### src/rtl/pipeline_pkg.sv
// Shared sizing helpers for buffered pipeline stages.
package pipeline_pkg;

   // Width needed to hold an occupancy value in 0..depth.
   function automatic int cnt_w(input int depth);
      return $clog2(depth + 1);
   endfunction

   // Width of a storage index in 0..depth-1, never narrower than one bit.
   function automatic int ptr_w(input int depth);
      return (depth > 1) ? $clog2(depth) : 1;
   endfunction

endpackage

### src/rtl/pipeline_ptr.sv
// Wrap-around pointer counter: counts 0..DEPTH-1 and wraps, DEPTH need not be a power of 2.
module pipeline_ptr
   import pipeline_pkg::*;
#(
   parameter int DEPTH = 2,
   parameter int PW    = ptr_w(DEPTH)
) (
   input  logic          clk,
   input  logic          rst_n,
   input  logic          clr,
   input  logic          inc,
   output logic [PW-1:0] ptr
);

   localparam logic [PW-1:0] LAST = PW'(DEPTH - 1);

   logic [PW-1:0] r_ptr;

   // Advance on inc with wrap at DEPTH-1; reset and clr both return to slot 0.
   always_ff @(posedge clk) begin
      if (!rst_n) begin
         r_ptr <= '0;
      end else if (clr) begin
         r_ptr <= '0;
      end else if (inc) begin
         r_ptr <= (r_ptr == LAST) ? '0 : r_ptr + 1'b1;
      end
   end

   assign ptr = r_ptr;

endmodule

### src/rtl/pipeline_buffer.sv
// Multi-entry valid/ready pipeline stage: FIFO storage of DEPTH words with
// selectable full-buffer pass-through, occupancy output and synchronous flush.
module pipeline_buffer
   import pipeline_pkg::*;
#(
   parameter int DW        = 256,
   parameter int DEPTH     = 2,
   parameter bit PASS_FULL = 1'b1,
   parameter int CW        = cnt_w(DEPTH)
) (
   input  logic          clk,
   input  logic          rst_n,
   input  logic          flush,
   input  logic          i_valid,
   output logic          i_ready,
   input  logic [DW-1:0] i_data,
   output logic          o_valid,
   input  logic          o_ready,
   output logic [DW-1:0] o_data,
   output logic [CW-1:0] o_count
);

   localparam int            PW       = ptr_w(DEPTH);
   // Array rounded up to a power of two so every pointer value is a legal
   // index; slots at or above DEPTH are never addressed.
   localparam int            NSLOT    = 1 << PW;
   localparam logic [CW-1:0] FULL_CNT = CW'(DEPTH);

   logic [DW-1:0] r_mem [NSLOT];
   logic [CW-1:0] r_count;
   logic [PW-1:0] w_wp;
   logic [PW-1:0] w_rp;
   logic          w_valid;
   logic          w_full;
   logic          w_ready;
   logic          w_push;
   logic          w_pop;

   // Handshake decode; with PASS_FULL a full buffer accepts when the head leaves this cycle.
   always_comb begin
      w_valid = (r_count != '0);
      w_full  = (r_count == FULL_CNT);
      w_ready = !flush && (!w_full || (PASS_FULL && o_ready));
      w_push  = i_valid && w_ready;
      w_pop   = w_valid && o_ready;
   end

   pipeline_ptr #(.DEPTH(DEPTH), .PW(PW)) u_wp (
      .clk   (clk),
      .rst_n (rst_n),
      .clr   (flush),
      .inc   (w_push),
      .ptr   (w_wp)
   );

   pipeline_ptr #(.DEPTH(DEPTH), .PW(PW)) u_rp (
      .clk   (clk),
      .rst_n (rst_n),
      .clr   (flush),
      .inc   (w_pop),
      .ptr   (w_rp)
   );

   // Occupancy: reset beats flush; a simultaneous push and pop leaves it unchanged.
   always_ff @(posedge clk) begin
      if (!rst_n) begin
         r_count <= '0;
      end else if (flush) begin
         r_count <= '0;
      end else if (w_push && !w_pop) begin
         r_count <= r_count + 1'b1;
      end else if (w_pop && !w_push) begin
         r_count <= r_count - 1'b1;
      end
   end

   // Storage write on accepted words only; contents are not cleared by reset.
   always_ff @(posedge clk) begin
      if (w_push) begin
         r_mem[w_wp] <= i_data;
      end
   end

   assign i_ready = w_ready;
   assign o_valid = w_valid;
   assign o_data  = r_mem[w_rp];
   assign o_count = r_count;

endmodule
### config.mk
export PLATFORM = sky130hd
export DESIGN_NAME = pipeline_buffer
export DESIGN_NICKNAME = d
export VERILOG_FILES = /design/src/rtl/pipeline_pkg.sv /design/src/rtl/pipeline_ptr.sv /design/src/rtl/pipeline_buffer.sv
export SDC_FILE = /design/constraint.sdc
export NUM_CORES = 1
export LEC_CHECK = 0
export CAP_MARGIN = 20
export CORE_MARGIN = 1
export CORE_UTILIZATION = 43
export CTS_CLUSTER_DIAMETER = 80
export DETAILED_ROUTE_END_ITERATION = 10
export PLACE_DENSITY = 0.83
export SLEW_MARGIN = 20
export SYNTH_ARGS = -nofsm -noshare
export SYNTH_HDL_FRONTEND = slang
export SYNTH_SLANG_ARGS = --single-unit
### constraint.sdc
create_clock -name clk -period 15.2 [get_ports clk]
set_input_delay 3.8 -clock clk [delete_from_list [all_inputs] [get_ports clk]]
set_output_delay 3.8 -clock clk [all_outputs]
set_load 0.1 [all_outputs]
Word-level counts from Yosys, hierarchy flattened
Memory sizes are Yosys's and may differ from the RTL's. A register that Yosys moved wholly into a read port is not among the register bits.
Cells that the tools add are included.
Cells by class
  reductions and logical operators: 13
  equality and inequality tests: 1
  add/subtract/negate cells: 4
  multiplexer cells: 8
  bitwise operators: 1
Operators by type and width (number)
  2-to-1 mux 1 bit: 6
  logical AND 1 bit: 5
  zero test 1 bit: 4
  2-to-1 mux 2 bit: 2
  nonzero test 2 bit: 2
  adder 1 bit (second input constant): 2
  adder 2 x 1 -> 2 bit (second input constant): 1
  == test 2 bit (second input constant): 1
  OR reduction 2 bit: 1
  subtractor 2 x 1 -> 2 bit (second input constant): 1
  logical OR 1 bit: 1
  NOT 1 bit: 1
Storage, ports and cells
  memory bits (writable): 512
  register bits: 4
  logic and storage cells: 31
  output and inout port bits: 260
  memories kept: 1
Memories
  r_mem: words 2, bits a word 256, rd ports 1, clocked after memory_dff 1, wr ports 1, RTL line pipeline_buffer.sv:29  | logic [DW-1:0] r_mem [NSLOT];

Longest topological paths before layout
  word-level depth: 9
  depth in mapped cells: 6
  mapped depth without buffers: 6

Hierarchy
A second synthesis with hierarchy kept.
Unflattened totals
  cell total of the unflattened synthesis: 820
  area total of the unflattened synthesis: 18786.8 µm²
Modules (own cells, without submodules)
  pipeline_buffer: area an instance 18704.2 µm², times used 1, cells each 814, seq. area each 15414.8 µm²
  pipeline_ptr: area an instance 41.3 µm², times used 2, cells each 3, seq. area each 20.0 µm²

Least setup slack after synthesis
No wires, ideal clock.
  kind: input -> register
  start point: in o_ready
  end point: mem r_mem[0][0] (enable)
  setup slack: -1.054 ns
  data required time: 14.292 ns
  library setup time: 0.908 ns
  arrival: 15.346 ns
  stages on the path: 3
  cell sequence: nor3b_2 -> nor3b_4 -> nor2b_1
On the way
  longest elaborated chain between the ends: 5
Ends and longest elaborated chain
  start: declaration: RTL line pipeline_buffer.sv:18  | input logic o_ready,
  logical OR 1 bit: RTL line pipeline_buffer.sv:43  | w_ready = !flush && (!w_full || (PASS_FULL && o_ready));
  logical AND 1 bit: RTL line pipeline_buffer.sv:43
  logical AND 1 bit: RTL line pipeline_buffer.sv:44  | w_push = i_valid && w_ready;
  net u_wp.inc: RTL line pipeline_ptr.sv:11  | input logic inc,
  2-to-1 mux 1 bit: RTL line pipeline_buffer.sv:79  | if (w_push) begin
  2-to-1 mux 1 bit (implied by the code): RTL line pipeline_buffer.sv:80  | r_mem[w_wp] <= i_data;
  end: declaration: RTL line pipeline_buffer.sv:29
The timed path passes the listed nets, and every way through them passes these cells.

Worst setup path after layout
  start point: in o_ready
  end point: out i_ready
On the way
  longest elaborated chain between the ends: 2
Ends and longest elaborated chain
  logical OR 1 bit: RTL line pipeline_buffer.sv:43
  logical AND 1 bit: RTL line pipeline_buffer.sv:43
  end: declaration: RTL line pipeline_buffer.sv:15  | output logic i_ready,
Every way passes these cells.

==> results.md <==
- Vias in the first global route: 10.4k
- Skew-Pair Late Insertion Delay: 0.58 ns
- Synthesized net count: 1,085
- Clock period minus final worst setup slack: 9.44 ns
- Fmax: 106 MHz
- Vias: 9,896
- Worst R2R Setup Slack: 11.27 ns
- Die height: 211 um
- Crit. End Element: output port
- Initial Utilization: 43.7%
- Port-buffer cells: 520
- WL/cell: 21.6 um
- Mapped Area: 18,800 um2
- Number of remaining DRC errors: 0
- Post-synthesis register bit count: 517
- CP peak stage delay: 1.15 ns
- Post-CTS Setup Bufs: 0
- Initial antenna violation count: 3
- MaxCap Viol Count: 0
- Largest net degree at the start of global routing: 156
- Place WS: 5.76 ns
- YS warnings: 0
- Post-synth cell types: 21
- Fraction of the mapped netlist area in simple logic gates: 0.472%
- Clk Tree Root Cell: clkbuf_16
- Status: finished, final reports clean
- Largest family of logic cells by synthesized area: multiplexers
- Die footprint: 44,600 um2
- Kind of critical path: primary input to output port
- Diode count: 0
- Clock transition at the registers of the reported paths: 0.06 ns
- Row count: 76
- Starting DRC count in detailed routing: 611
- Nets: 1,641
- GRT Residual Overflow: 0
- Area after DPL: 24,500 um2
- Global-route usage over all layers: 18.7%
- Cells along the critical path: clkdlybuf4s50_1 > nor3b_2 > nor2_1 > clkdlybuf4s50_1
- Post-Route WL: 43,500 um
- GP Congestion: 0.768
- Worst-margin pin slew: 1.12 ns
- Most common cell after layout, fill and taps aside: clkdlybuf4s50_1
- Leak: 8.68 nW
- # clock sinks: 517
- Adder-cell share of the synthesized area: 0.0665%
- Final worst slack: 5.76 ns
- Peak VDD IR: 0.114 mV
- Fill count: 2,892
- Hold crit path type: register to register
- Final period util: 62.1%
- CTS H-tree lvls: 2
- Estimated wirelength of the detail-placed design: 28,000 um
- Die extent in x: 211 um
- Hold Violations, Final: 0
- PwrDens: 131 nW/um2
- Core Area: 43,100 um2
- Post-Synthesis Cells: 823
- Register area share after synthesis: 82.2%
- First-pass GRT wire length: 62,200 um
- Clk_skew: 0.0212 ns
- Most used cell along the critical path: clkdlybuf4s50_1
- Most frequent cells in the layout: 520 x clkdlybuf4s50_1, 512 x edfxtp_1, 256 x mux2_2, 57 x clkbuf_16, 14 x clkinv_2
- Mux contribution to synthesized area: 15.4%
- CTS tree: yes
- Final Setup Violations: 0
- Design Area, Final: 26,300 um2
- IO Pins: 521
- Layout cell share with drive strength beyond 1: 24.9%
- Worst-path cell with the longest stage delay: clkdlybuf4s50_1
- Synthesized area per cell: 22.9 um2
- Worst-path fanout max: 2
- Compound-Gate Fraction of Synth Area: 0.0798%
- Startpoint types: primary input
- Setup TNS: 0 ns
- Vias per cell: 4.92
- Worst Path Arrival: 5.64 ns
- Final Max Tran Viols: 0
- Max transition margin: 25.3%
- Hold bufs inserted after CTS: 0
- RSZ-0062 raised after global routing: false
- Resize count post-CTS: 0
- Area Growth Syn to Fin: 39.9%
- TritonCTS Buffers: 54
- Post-synthesis xor/xnor area fraction: 0.140%
- Post-route ant nets: 0
- Worst EP required: 11.40 ns
- Clock buffer depth: 3
- Drt pass-1 iters: 4
-- through the flow --
step	util [%]	cells	total power, mW	hold WS, ns
floorplan	-	823	2.01	0.472
global placement	57.0	1908	2.16	0.484
detailed placement	57.0	1908	2.17	0.488
CTS	61.1	2010	3.47	0.513
global route	61.1	2010	3.54	0.556
finish	61.1	2010	3.44	0.513
-- worst max-delay path, delay by kind of cell --
kind                   cells  cell delay, ns
buffers and inverters      2            1.65
and+or+nand+nor            2            0.19
-- cell usage after synthesis --
cell type,instances,area (um2)
nor2b_1,1,6.26
inv_1,1,3.75
edfxtp_1,512,15400
o21ai_0,2,10.0
ha_1,1,12.5
or3_1,1,6.26
buf_4,1,7.51
buf_2,1,5.00
nand2b_1,1,6.26
dfxtp_1,5,100
mux2_2,256,2880
or2_2,2,12.5
a21oi_1,1,5.00
and2_1,1,6.26
xor2_1,3,26.3
nand3_1,1,5.00
buf_6,26,293
nor2_1,4,15.0
nor3b_2,1,12.5
nor3b_4,1,18.8
mux2i_1,1,10.0
-- final cells by class --
type,count,area (um2),area share (%)
Sequential cell,517,15500,58.8
Clock buffer,64,1450,5.52
Clock inverter,38,334,1.27
Multi-Input combinational cell,277,3050,11.6
Timing Repair Buffer,528,5280,20.0
Inverter,1,3.75,0.0143
Tap cell,585,732,2.78
-- state kept, by name (all words and copies together) (netlist names), named ones only --
register / cells
o_count: 2
u_rp.ptr: 1
r_mem: 512
u_wp.ptr: 1
-- cells by family (layout without fill, tap and decap cells) --
group / after synthesis / count (layout)
DFF: 517 / 517
muxes: 257 / 257
buffers and inverters: 29 / 631
and+or+nand+nor: 13 / 13
AOI/OAI and AO/OA: 3 / 3
xor gates and xnor gates: 3 / 3
adders and majority gates: 1 / 1
-- power by group --
group	total, mW	internal, mW	switching, mW
registers	1.63	1.61	0.0121
clock network	1.31	0.769	0.538
logic	0.510	0.152	0.358
total	3.44	2.54	0.908
-- metal layers --
metal | vias to the layer above | GRT usage (%) | wire [um]
li1 | 4422 | - | -
met1 | 4970 | 21.0 | 16000
met2 | 419 | 32.5 | 22300
met3 | 79 | 6.62 | 3980
met4 | 6 | 7.07 | 1150
met5 | - | 0 | 41
-- worst paths after layout --
kind         depth (start not counted)            end        from
max                                  4        i_ready     o_ready
min                                  2       register    u_rp.ptr
max reg2reg                          5  r_mem[0][185]  o_count[0]
min reg2reg                          2       register    u_rp.ptr
No activity file was read; power rests on OpenSTA's default activity.
==> RTL edit (config.mk and constraints unchanged) <==
`PASS_FULL`: 1'b1 -> 1'b0.
--- a/src/rtl/pipeline_buffer.sv
+++ b/src/rtl/pipeline_buffer.sv
@@ -5,7 +5,7 @@
 #(
    parameter int DW        = 256,
    parameter int DEPTH     = 2,
-   parameter bit PASS_FULL = 1'b1,
+   parameter bit PASS_FULL = 1'b0,
    parameter int CW        = cnt_w(DEPTH)
 ) (
    input  logic          clk,
Check against the original RTL: not equivalent (Yosys sat finds a counterexample within 4 cycles, from zero or initial values).
==> RTL edit against the unedited design <==
Synthesized area shrank 0.13%; global-route usage increased by 0.15 points; combinational power grew 3%; design area fell by 0.51%; setup slack got worse by 0.11 ns; die area down 0.13%; power is 1.3% lower; hold slack gained 0.012 ns; via count down 0.91%; sequential power barely moved; largest power group unchanged; first-iteration DRC count is 5.2% higher; routed wire length down 0.45%; register-to-register slack improved by 0.05 ns; sequential cell count did not move.
==> RTL edit: results (changes against the unedited design) <==
** Logic synthesis
- Cell types occupying the most area after synthesis :: sky130_fd_sc_hd__edfxtp_1 (82%), sky130_fd_sc_hd__mux2_2 (15%), sky130_fd_sc_hd__buf_6 (1.6%), sky130_fd_sc_hd__dfxtp_1 (0.53%), sky130_fd_sc_hd__xor2_1 (0.14%)
- The net count of the mapped netlist was 1085 (unchanged).
- Cell variety after synth :: 19 (-9.5%)
- Portion of the post-synthesis area used by sequential elements :: 0.823 (+0.00109)
- Per-instance average area after synthesis :: 22.8 um^2 (-0.13%)
- Synth async-reset ratio :: 0 (unchanged)

** Clock network
- The clock insertion delay at the later pin of the skew report came to 0.58 ns (about the same).
- The number of post-CTS setup repair buffers is 0 (unchanged).
- The number of buffers inserted during clock tree synthesis was 52 (-3.7%).
- The post-cts sizing count is 0 (unchanged).
- Root Driver :: sky130_fd_sc_hd__clkbuf_16

** GRT
- The met3 usage came to 0.0779 (+0.0117).
- The pin count of the biggest net entering global routing is 79 (-49%).
- The via count of the first global-routing pass is 10700 (+2.9%).
- Met2 track demand over resource :: 0.326 (+0.000907)
- The overall track demand over capacity in global routing came to 0.189 (+0.00147).
- The met1 routing resource usage after global routing was 0.208 (-0.00254).
- The initial antenna violation count is 3 (unchanged).
- First-pass GRT wire length :: 62600 um (+0.71%)

** Detailed routing
- Initial drt markers :: 643 (+5.2%)
- Routed vias :: 9806 (-0.91%)
- The count of TritonRoute iterations in the first routing pass came to 4 (unchanged).
- Detailed Route WL :: 43300 um (-0.45%)

** Placement
- Placer Congestion :: 0.757 (-1.4%)
- The instance count after placement with tap cells included came to 1910 (+0.10%).
- The sum of net half-perimeters after detailed placement is 28700 um (+2.6%).

** Power
- The worst voltage drop across the vdd grid came to 115 uV (+1.1%).
- The static leakage power came to 0.00861 uW (-0.70%).
- Switching Fraction :: 0.266 (+0.00216)

** Finish
- The post-route non-filler standard cell count was 2009 (-0.050%).
- Number of nets in the layout :: 1641 (unchanged)
- Final-layout fill cell count :: 3025 (+4.6%)
- Share of layout cells above drive strength 1 :: 0.242 (-0.00668)

** Worst setup path
- Arr. time, crit path :: 5.74 ns (+0.10 ns)
- The delay contributed by the slowest stage of the critical path is 1.17 ns (+0.02 ns).
- Worst Path Max Fanout :: 4 (+2)
- Among all stages on the critical path, the largest delay is contributed by sky130_fd_sc_hd__clkdlybuf4s50_1.

** Timing
- The post-route clock skew was 0.0177 ns (-0.00344 ns).
- The worst slew slack as a fraction of its limit was 0.258 (+0.00441).

** Hold path
- The worst hold path belongs to the class register to register.

** Run status
- Result of the run :: finished, final reports clean
[RTL edit: cell types whose count changed in the layout (fill, tap and decap cells not counted), moves of 2 or more]
cell,change
sky130_fd_sc_hd__clkbuf_1,+7
sky130_fd_sc_hd__clkbuf_16,-4
sky130_fd_sc_hd__clkinv_2,-4
sky130_fd_sc_hd__buf_4,+3
sky130_fd_sc_hd__clkinvlp_4,-3
sky130_fd_sc_hd__clkbuf_8,+2
sky130_fd_sc_hd__clkinv_1,-2
[RTL edit: cell families (layout without fill, tap and decap cells)]
group,count (synthesis),after routing,synth area share
flops,517,517,0.823
mux,256,256,0.153
buf+inv,29,629,0.0164
simple gates,12,12,0.00340
compound gates,5,5,0.00133
xor+xnor,3,3,0.00140
fa+ha+maj,1,1,0.000666
other cells,0,1,0
[RTL edit: layer usage]
metal | vias to the layer above | share of wire
li1 | 4417 | -
met1 | 4875 | 0.36
met2 | 430 | 0.51
met3 | 80 | 0.10
met4 | 4 | 0.027
met5 | - | 0.00062
[RTL edit: power by group through the flow]
stage	logic (uW)	registers (uW)	clock network [uW]
after floorplan	358	1670	0
after global placement	520	1660	0
after detailed placement	526	1660	0
after CTS	529	1630	1270
after global routing	540	1630	1320
final	527	1630	1240
[RTL edit: worst paths after layout]
kind               from            to  slack (ns)  depth (start not counted)
min            u_rp.ptr      u_rp.ptr        0.53                          2
min reg2reg    u_rp.ptr      u_rp.ptr        0.53                          2
max reg2reg  o_count[0]  r_mem[1][25]       11.32                          5
max               flush       i_ready        5.66                          3
[RTL edit: final cells by class]
| cell class | count | share of cell area |
|---|---|---|
| inverters | 1 | 0.000143 |
| multi-input cells | 277 | 0.116 |
| diodes | 1 | 0.0000956 |
| well taps | 585 | 0.0279 |
| clock buffers | 69 | 0.0537 |
| clock inverters | 29 | 0.00984 |
| repair buffers | 530 | 0.202 |
| flip-flops and latches | 517 | 0.591 |
[RTL edit: per-stage QoR]
step / total power [uW] / instance area (um^2) / setup slack (ns)
floorplan: 2030 / 18800 / 2.76
global placement: 2180 / 24500 / 5.68
detailed placement: 2190 / 24500 / 5.64
CTS: 3430 / 26200 / 5.63
global route: 3490 / 26200 / 5.62
finish: 3400 / 26200 / 5.66
[RTL edit: worst max-delay path: cells and delay by family]
family	cells	cell delay [ns]
buffers and inverters	2	1.70
AND/OR/NAND/NOR	1	0.24
